`src/rtl/vga_pkg.sv`:
```
// Shared widths, defaults, state encoding and the per-axis bounce rule
// for the VGA sprite overlay.
package vga_pkg;

    localparam int H_ACTIVE_DEF = 640;
    localparam int V_ACTIVE_DEF = 480;
    localparam int COORD_W      = 10;
    localparam int RGB_W        = 12;

    typedef enum logic [1:0] {
        HIDDEN = 2'd0,
        RUN    = 2'd1,
        FROZEN = 2'd2
    } spr_state_e;

    // One axis of sprite motion: top-left coordinate plus travel direction.
    typedef struct packed {
        logic [COORD_W-1:0] pos;
        logic               neg;   // 1 = moving toward 0
    } axis_t;

    // Advance one axis by one step, bouncing off 0 and lim-size.
    // Carried at COORD_W+1 bits so pos+size+step cannot wrap.
    function automatic axis_t axis_move(input axis_t              a,
                                        input logic [COORD_W:0]   lim,
                                        input logic [COORD_W:0]   size,
                                        input logic [COORD_W:0]   step);
        axis_t            r;
        logic [COORD_W:0] p;
        r = a;
        p = {1'b0, a.pos};
        if (!a.neg) begin
            if (p + size + step >= lim) begin
                r.pos = COORD_W'(lim - size);
                r.neg = 1'b1;
            end else begin
                r.pos = COORD_W'(p + step);
            end
        end else begin
            if (p <= step) begin
                r.pos = '0;
                r.neg = 1'b0;
            end else begin
                r.pos = COORD_W'(p - step);
            end
        end
        return r;
    endfunction

endpackage

```
`src/rtl/vga_sprite_overlay_if.sv`:
```
// Pixel request / response bundle between vga_driver, the background
// generator and the sprite overlay stage.
interface vga_sprite_overlay_if;
    import vga_pkg::*;

    logic [COORD_W-1:0] pixel_x;
    logic [COORD_W-1:0] pixel_y;
    logic [RGB_W-1:0]   bg_data;
    logic               sprite_en;
    logic               freeze;
    logic [RGB_W-1:0]   sprite_rgb;
    logic [RGB_W-1:0]   pixel_data;
    logic               frame_tick;

    modport master (
        output pixel_x, pixel_y, bg_data, sprite_en, freeze, sprite_rgb,
        input  pixel_data, frame_tick
    );

    modport slave (
        input  pixel_x, pixel_y, bg_data, sprite_en, freeze, sprite_rgb,
        output pixel_data, frame_tick
    );

endinterface

```
`src/rtl/vga_frame_tick.sv`:
```
// End-of-frame detector and frame divider: one frame_tick per frame, and
// move_evt on the tick that completes FRAME_DIV counted frames.
module vga_frame_tick
    import vga_pkg::*;
#(
    parameter int H_ACTIVE  = H_ACTIVE_DEF,
    parameter int V_ACTIVE  = V_ACTIVE_DEF,
    parameter int FRAME_DIV = 1
) (
    input  logic               vga_clk,
    input  logic               sys_rst_n,
    input  logic [COORD_W-1:0] pixel_x,
    input  logic [COORD_W-1:0] pixel_y,
    input  logic               cnt_en,     // divider advances only while running
    output logic               frame_tick,
    output logic               move_evt
);

    logic       end_pix;
    logic       end_pix_q;
    logic [7:0] div_cnt;
    logic       div_last;

    assign end_pix  = (pixel_x == COORD_W'(H_ACTIVE - 1)) &&
                      (pixel_y == COORD_W'(V_ACTIVE - 1));
    assign div_last = (div_cnt == 8'(FRAME_DIV - 1));
    assign move_evt = frame_tick && cnt_en && div_last;

    // Rising edge of end_pix, so a driver parked on the last pixel ticks once.
    always_ff @(posedge vga_clk or negedge sys_rst_n) begin
        if (!sys_rst_n) begin
            end_pix_q  <= 1'b0;
            frame_tick <= 1'b0;
        end else begin
            end_pix_q  <= end_pix;
            frame_tick <= end_pix && !end_pix_q;
        end
    end

    // Frame divider; held whenever the sprite is not running.
    always_ff @(posedge vga_clk or negedge sys_rst_n) begin
        if (!sys_rst_n) begin
            div_cnt <= '0;
        end else if (frame_tick && cnt_en) begin
            div_cnt <= div_last ? 8'd0 : div_cnt + 8'd1;
        end
    end

endmodule

```
`src/rtl/vga_sprite_overlay.sv`:
```
// Overlays a bouncing solid square sprite on the background pixel stream;
// pixel_data is registered, one cycle after pixel_x/pixel_y/bg_data.
module vga_sprite_overlay
    import vga_pkg::*;
#(
    parameter int H_ACTIVE  = H_ACTIVE_DEF,
    parameter int V_ACTIVE  = V_ACTIVE_DEF,
    parameter int SIZE      = 32,
    parameter int STEP      = 4,
    parameter int FRAME_DIV = 1,
    parameter int X0        = 100,
    parameter int Y0        = 100
) (
    input  logic                  vga_clk,
    input  logic                  sys_rst_n,
    vga_sprite_overlay_if.slave   bus
);

    localparam logic [COORD_W:0] H_LIM = (COORD_W+1)'(H_ACTIVE);
    localparam logic [COORD_W:0] V_LIM = (COORD_W+1)'(V_ACTIVE);
    localparam logic [COORD_W:0] SZ    = (COORD_W+1)'(SIZE);
    localparam logic [COORD_W:0] STP   = (COORD_W+1)'(STEP);

    spr_state_e       state;
    axis_t            ax;
    axis_t            ay;
    logic             frame_tick;
    logic             move_evt;
    logic             running;
    logic             hit;
    logic [COORD_W:0] px_w;
    logic [COORD_W:0] py_w;
    logic [COORD_W:0] x_w;
    logic [COORD_W:0] y_w;

    assign running        = (state == RUN);
    assign bus.frame_tick = frame_tick;

    vga_frame_tick #(
        .H_ACTIVE  (H_ACTIVE),
        .V_ACTIVE  (V_ACTIVE),
        .FRAME_DIV (FRAME_DIV)
    ) u_tick (
        .vga_clk    (vga_clk),
        .sys_rst_n  (sys_rst_n),
        .pixel_x    (bus.pixel_x),
        .pixel_y    (bus.pixel_y),
        .cnt_en     (running),
        .frame_tick (frame_tick),
        .move_evt   (move_evt)
    );

    // Hit test against the current (pre-update) position.
    always_comb begin
        px_w = {1'b0, bus.pixel_x};
        py_w = {1'b0, bus.pixel_y};
        x_w  = {1'b0, ax.pos};
        y_w  = {1'b0, ay.pos};
        hit  = (px_w >= x_w) && (px_w < x_w + SZ) &&
               (py_w >= y_w) && (py_w < y_w + SZ);
    end

    // Visibility / motion state; sprite_en takes priority over freeze.
    always_ff @(posedge vga_clk or negedge sys_rst_n) begin
        if (!sys_rst_n) begin
            state <= HIDDEN;
        end else begin
            case (state)
                HIDDEN:  if (bus.sprite_en) state <= RUN;
                RUN:     if (!bus.sprite_en) state <= HIDDEN;
                         else if (bus.freeze) state <= FROZEN;
                FROZEN:  if (!bus.sprite_en) state <= HIDDEN;
                         else if (!bus.freeze) state <= RUN;
                default: state <= HIDDEN;
            endcase
        end
    end

    // Sprite motion: one step per axis on each move event while running.
    always_ff @(posedge vga_clk or negedge sys_rst_n) begin
        if (!sys_rst_n) begin
            ax <= axis_t'{pos: COORD_W'(X0), neg: 1'b0};
            ay <= axis_t'{pos: COORD_W'(Y0), neg: 1'b0};
        end else if (move_evt) begin
            ax <= axis_move(ax, H_LIM, SZ, STP);
            ay <= axis_move(ay, V_LIM, SZ, STP);
        end
    end

    // Registered pixel merge.
    always_ff @(posedge vga_clk or negedge sys_rst_n) begin
        if (!sys_rst_n) begin
            bus.pixel_data <= '0;
        end else begin
            bus.pixel_data <= (state != HIDDEN && hit) ? bus.sprite_rgb : bus.bg_data;
        end
    end

endmodule

```
`src/flat_wrapper.sv`:
```
// flat-port wrapper written by rule: the top's interface ports become plain ports
module vga_sprite_overlay_flat import vga_pkg::*;
#(
    parameter int H_ACTIVE  = H_ACTIVE_DEF,
    parameter int V_ACTIVE  = V_ACTIVE_DEF,
    parameter int SIZE      = 32,
    parameter int STEP      = 4,
    parameter int FRAME_DIV = 1,
    parameter int X0        = 100,
    parameter int Y0        = 100
)
  (vga_clk, sys_rst_n, bus_pixel_x, bus_pixel_y, bus_bg_data, bus_sprite_en, bus_freeze, bus_sprite_rgb, bus_pixel_data, bus_frame_tick);
  vga_sprite_overlay_if bus_i ();
  input  logic vga_clk;
  input  logic sys_rst_n;
  input wire logic [$bits(bus_i.pixel_x)-1:0] bus_pixel_x;
  input wire logic [$bits(bus_i.pixel_y)-1:0] bus_pixel_y;
  input wire logic [$bits(bus_i.bg_data)-1:0] bus_bg_data;
  input wire logic [$bits(bus_i.sprite_en)-1:0] bus_sprite_en;
  input wire logic [$bits(bus_i.freeze)-1:0] bus_freeze;
  input wire logic [$bits(bus_i.sprite_rgb)-1:0] bus_sprite_rgb;
  output wire logic [$bits(bus_i.pixel_data)-1:0] bus_pixel_data;
  output wire logic [$bits(bus_i.frame_tick)-1:0] bus_frame_tick;
  assign bus_i.pixel_x = bus_pixel_x;
  assign bus_i.pixel_y = bus_pixel_y;
  assign bus_i.bg_data = bus_bg_data;
  assign bus_i.sprite_en = bus_sprite_en;
  assign bus_i.freeze = bus_freeze;
  assign bus_i.sprite_rgb = bus_sprite_rgb;
  assign bus_pixel_data = bus_i.pixel_data;
  assign bus_frame_tick = bus_i.frame_tick;
  vga_sprite_overlay #(.H_ACTIVE(H_ACTIVE), .V_ACTIVE(V_ACTIVE), .SIZE(SIZE), .STEP(STEP), .FRAME_DIV(FRAME_DIV), .X0(X0), .Y0(Y0)) u_core (.vga_clk(vga_clk), .sys_rst_n(sys_rst_n), .bus(bus_i));
endmodule
```
`config.mk`:
```
export PLATFORM = sky130hd
export DESIGN_NAME = vga_sprite_overlay_flat
export DESIGN_NICKNAME = d
export VERILOG_FILES = /design/src/rtl/vga_pkg.sv /design/src/rtl/vga_sprite_overlay_if.sv /design/src/rtl/vga_frame_tick.sv /design/src/rtl/vga_sprite_overlay.sv /design/src/flat_wrapper.sv
export SDC_FILE = /design/constraint.sdc
export NUM_CORES = 1
export LEC_CHECK = 0
export ABC_AREA = 1
export BUFFER_PORTS_ARGS = -buffer_cell sky130_fd_sc_hd__buf_2
export CORE_MARGIN = 1
export CORE_UTILIZATION = 62
export DETAILED_ROUTE_END_ITERATION = 6
export PLACE_DENSITY = 0.9
export SYNTH_ARGS = -nofsm -noshare
export SYNTH_HDL_FRONTEND = slang
export SYNTH_SLANG_ARGS = --single-unit
```
`constraint.sdc`:
```
create_clock -name vga_clk -period 4.7 [get_ports vga_clk]
set_input_delay 0.705 -clock vga_clk [delete_from_list [all_inputs] [get_ports vga_clk]]
set_output_delay 0.705 -clock vga_clk [all_outputs]
set_load 0.03 [all_outputs]
```
==> flow_metrics.tcl <==
set metrics [dict create \
    htreeDepth 2 \
    avgSynthCellArea_um2 7.20 \
    cts_tree "yes" \
    die_area_um2 5980 \
    initial_utilization_pct 64.3 \
    synthTopCellsByArea "dfrtp_1 26%, ha_1 14%, nand2_1 12%, inv_1 6.4%, nor2_1 6.2%" \
    fin_nets 634 \
    tightestPinTransition_ns 0.954 \
    numCtsBuffers 5 \
    dp_hpwl_um 6810 \
    rr_endpoint "u_core.bus.pixel_data[4]$_DFF_PN0_" \
    track_usage_pct 30.5 \
    clock-sinks 42 \
    crit_fanout 13 \
    fp.coreArea_um2 5470 \
    first_pass_iters 5 \
    worstPathArrival_ns 3.03 \
    place_area_um2 3860 \
    fmax_ghz 0.351 \
    min_period_ns 2.85 \
    syn2layout_area_growth_pct 12.2 \
    ir_drop_uv 204 \
    netlist_instances 489 \
    ys_seq_area_share_pct 30.1 \
    drive_above_1_share_pct 16.4 \
    insertion_delay_ns 0.29 \
    hold_viol_final 0 \
    path_class "reg -> reg" \
    outcome "complete, no violations" \
    placedCellCount 612 \
    grt_pass1_vias 3397 \
    yosys_most_used_dff "dfrtp_1" \
    critPathCapture "u_core.bus.pixel_data[4]$_DFF_PN0_" \
    cts-resized-gates 0 \
    ant_nets 0 \
    rows 27 \
    final_core_util_pct 72.2 \
    root_buffer "clkbuf_8" \
    yosysWarnings 0 \
    postCtsHoldBufs 0 \
    synthArstFlopShare_pct 100 \
    wirelength_um 8730 \
    drc_errors 0 \
    synthTopCellsByCount "110 x nand2_1, 60 x inv_1, 58 x nor2_1, 39 x ha_1, 36 x dfrtp_1" \
    startpoint_type "flop" \
    synth_top_cell_by_area "dfrtp_1" \
    synth_fp_nets 576 \
    maxSlewViolCount 0 \
    rsz0062_at_grt "false" \
    post-route-period-util_pct 60.7 \
    wl_per_cell_um 14.1 \
    fin_skew_ns 0.00966 \
    rrSetupSlack_ns 1.85 \
    slew_headroom_pct 36.1 \
    critPathLaunch "u_core.ay[6]$_DFFE_PN1P_" \
    drt-vias-per-instance 5.69 \
    overflow 0 \
    hold_ws_ns 0.406 \
    nFillCells 433 \
    hold_class "reg -> reg" \
    place_congestion 0.971 \
    final-setup-viol-count 0 \
    r2r_start "u_core.ay[6]$_DFFE_PN1P_" \
    drt_iter0_drc 187 \
    fin_cells 620 \
    post_cts_buffers 0 \
    clkTransAtPathRegs_ns 0.09 \
    synth_top_area_share_pct 25.6 \
    portBuffers 60 \
    stdcell_area_um2 3950 \
    netlist_area_um2 3520 \
    powerDensity_nw_per_um2 180 \
    grt_max_degree 43 \
    maxCapViolations 0 \
    p_leak_nw 2.14 \
    hold_depth 1 \
    crit_path_end_kind "flop" \
    clock_path_buffers 2 \
    r2r_cells 11 \
    grt_antenna_before_repair 0 \
    vias 3529 \
    dieHeight_um 77.3 \
    grt_pass1_wl_um 14700 \
    ys_types 41 \
    num_antenna_cells 0 \
    synth_edf_count 0 \
    io_pins 61 \
    setup-tns-final_ns 0 \
    ys_ff_latch 42 \
    die_x_um 77.3 \
    yosysMostFrequentCell "nand2_1" \
    required_ns 4.88 \
]
through the flow:
stage	power, mW	setup WS [ns]
after detailed placement	0.483	1.92
after global routing	0.742	1.67
after floorplan	0.435	2.41
final	0.712	1.85
after CTS	0.713	1.85
after global placement	0.478	2.06
worst max-delay path, cell delays in order (launching register included):
cell     delay, ns
dfstp_2       0.63
ha_1          0.20
nand2_1       0.07
nor2_1        0.16
xor2_1        0.26
ha_1          0.28
nand2_1       0.08
nor2_1        0.05
nand2_1       0.36
nand4_2       0.39
nand2_1       0.17
nand2_1       0.07
final cells by class:
cell class	instances	area [µm²]	area share [%]
repair buffers	61	308	7.79
multi-input cells	373	2170	54.8
clock inverters	2	13.8	0.349
flip-flops and latches	42	1060	26.8
well taps	72	90.1	2.28
inverters	64	240	6.08
clock buffers	6	72.6	1.84
cell families (layout without fill, tap and decap cells):
kind of cell,count (synthesis),in the layout,synth area share [%]
and+or+nand+nor,244,244,31.3
buffers and inverters,74,133,8.36
AOI/OAI and AO/OA,67,67,10.7
DFF,42,42,30.1
adders and majority gates,39,39,13.9
xor gates and xnor gates,23,23,5.73
layout by cell type (no fill, tap or decap), drive strengths merged:
| cell type | count |
|---|---|
| inv | 63 |
| buf | 61 |
| nand4 | 22 |
| o22ai | 3 |
| nand2 | 113 |
| dfrtp | 36 |
| nor3b | 4 |
| a31oi | 1 |
| o21a | 2 |
| nor3 | 7 |
| dfstp | 6 |
| ha | 39 |
| xor2 | 20 |
| a21oi | 26 |
| nand3 | 31 |
| nand3b | 1 |
| or2 | 2 |
| a22oi | 2 |
| clkinv | 3 |
| o31ai | 1 |
| a21boi | 1 |
| o21ai | 25 |
| xnor2 | 3 |
| o2111ai | 1 |
| clkbuf | 6 |
| nor2 | 62 |
| nor4 | 2 |
| o21bai | 1 |
| a211oi | 4 |
worst min-delay path by stage:
stage,start,to,slack (ns)
after floorplan,u_core.u_tick.end_pix_q$_DFF_PN0_,u_core.u_tick.frame_tick$_DFF_PN0_,0.39
after global placement,u_core.u_tick.end_pix_q$_DFF_PN0_,u_core.u_tick.frame_tick$_DFF_PN0_,0.41
after detailed placement,u_core.u_tick.end_pix_q$_DFF_PN0_,u_core.u_tick.frame_tick$_DFF_PN0_,0.41
after CTS,u_core.u_tick.end_pix_q$_DFF_PN0_,u_core.u_tick.frame_tick$_DFF_PN0_,0.41
after global routing,u_core.u_tick.end_pix_q$_DFF_PN0_,u_core.u_tick.frame_tick$_DFF_PN0_,0.42
final,u_core.u_tick.end_pix_q$_DFF_PN0_,u_core.u_tick.frame_tick$_DFF_PN0_,0.41
registers in the layout, summed over array words and instances, names as in the netlist:
register,flops
u_core.ay,9
u_core.ax,9
u_core.u_tick.end_pix_q,1
u_core.u_tick.div_cnt,8
u_core.state,2
u_core.u_tick.frame_tick,1
u_core.bus.pixel_data,12
power by group:
| part | total [mW] | internal, mW | switching [mW] |
|---|---|---|---|
| clock | 0.236 | 0.105 | 0.130 |
| sequential | 0.371 | 0.369 | 0.00259 |
| combinational | 0.105 | 0.0383 | 0.0670 |
layer usage:
| layer | share of wire (%) | vias up | GRT usage [%] |
|---|---|---|---|
| met2 | 51 | 115 | 53.8 |
| met4 | 3.8 | 0 | 14.0 |
| li1 | - | 1721 | - |
| met5 | 0 | - | 0 |
| met1 | 41 | 1658 | 36.3 |
| met3 | 4.0 | 35 | 4.59 |
(Power assumes the default switching activity.)
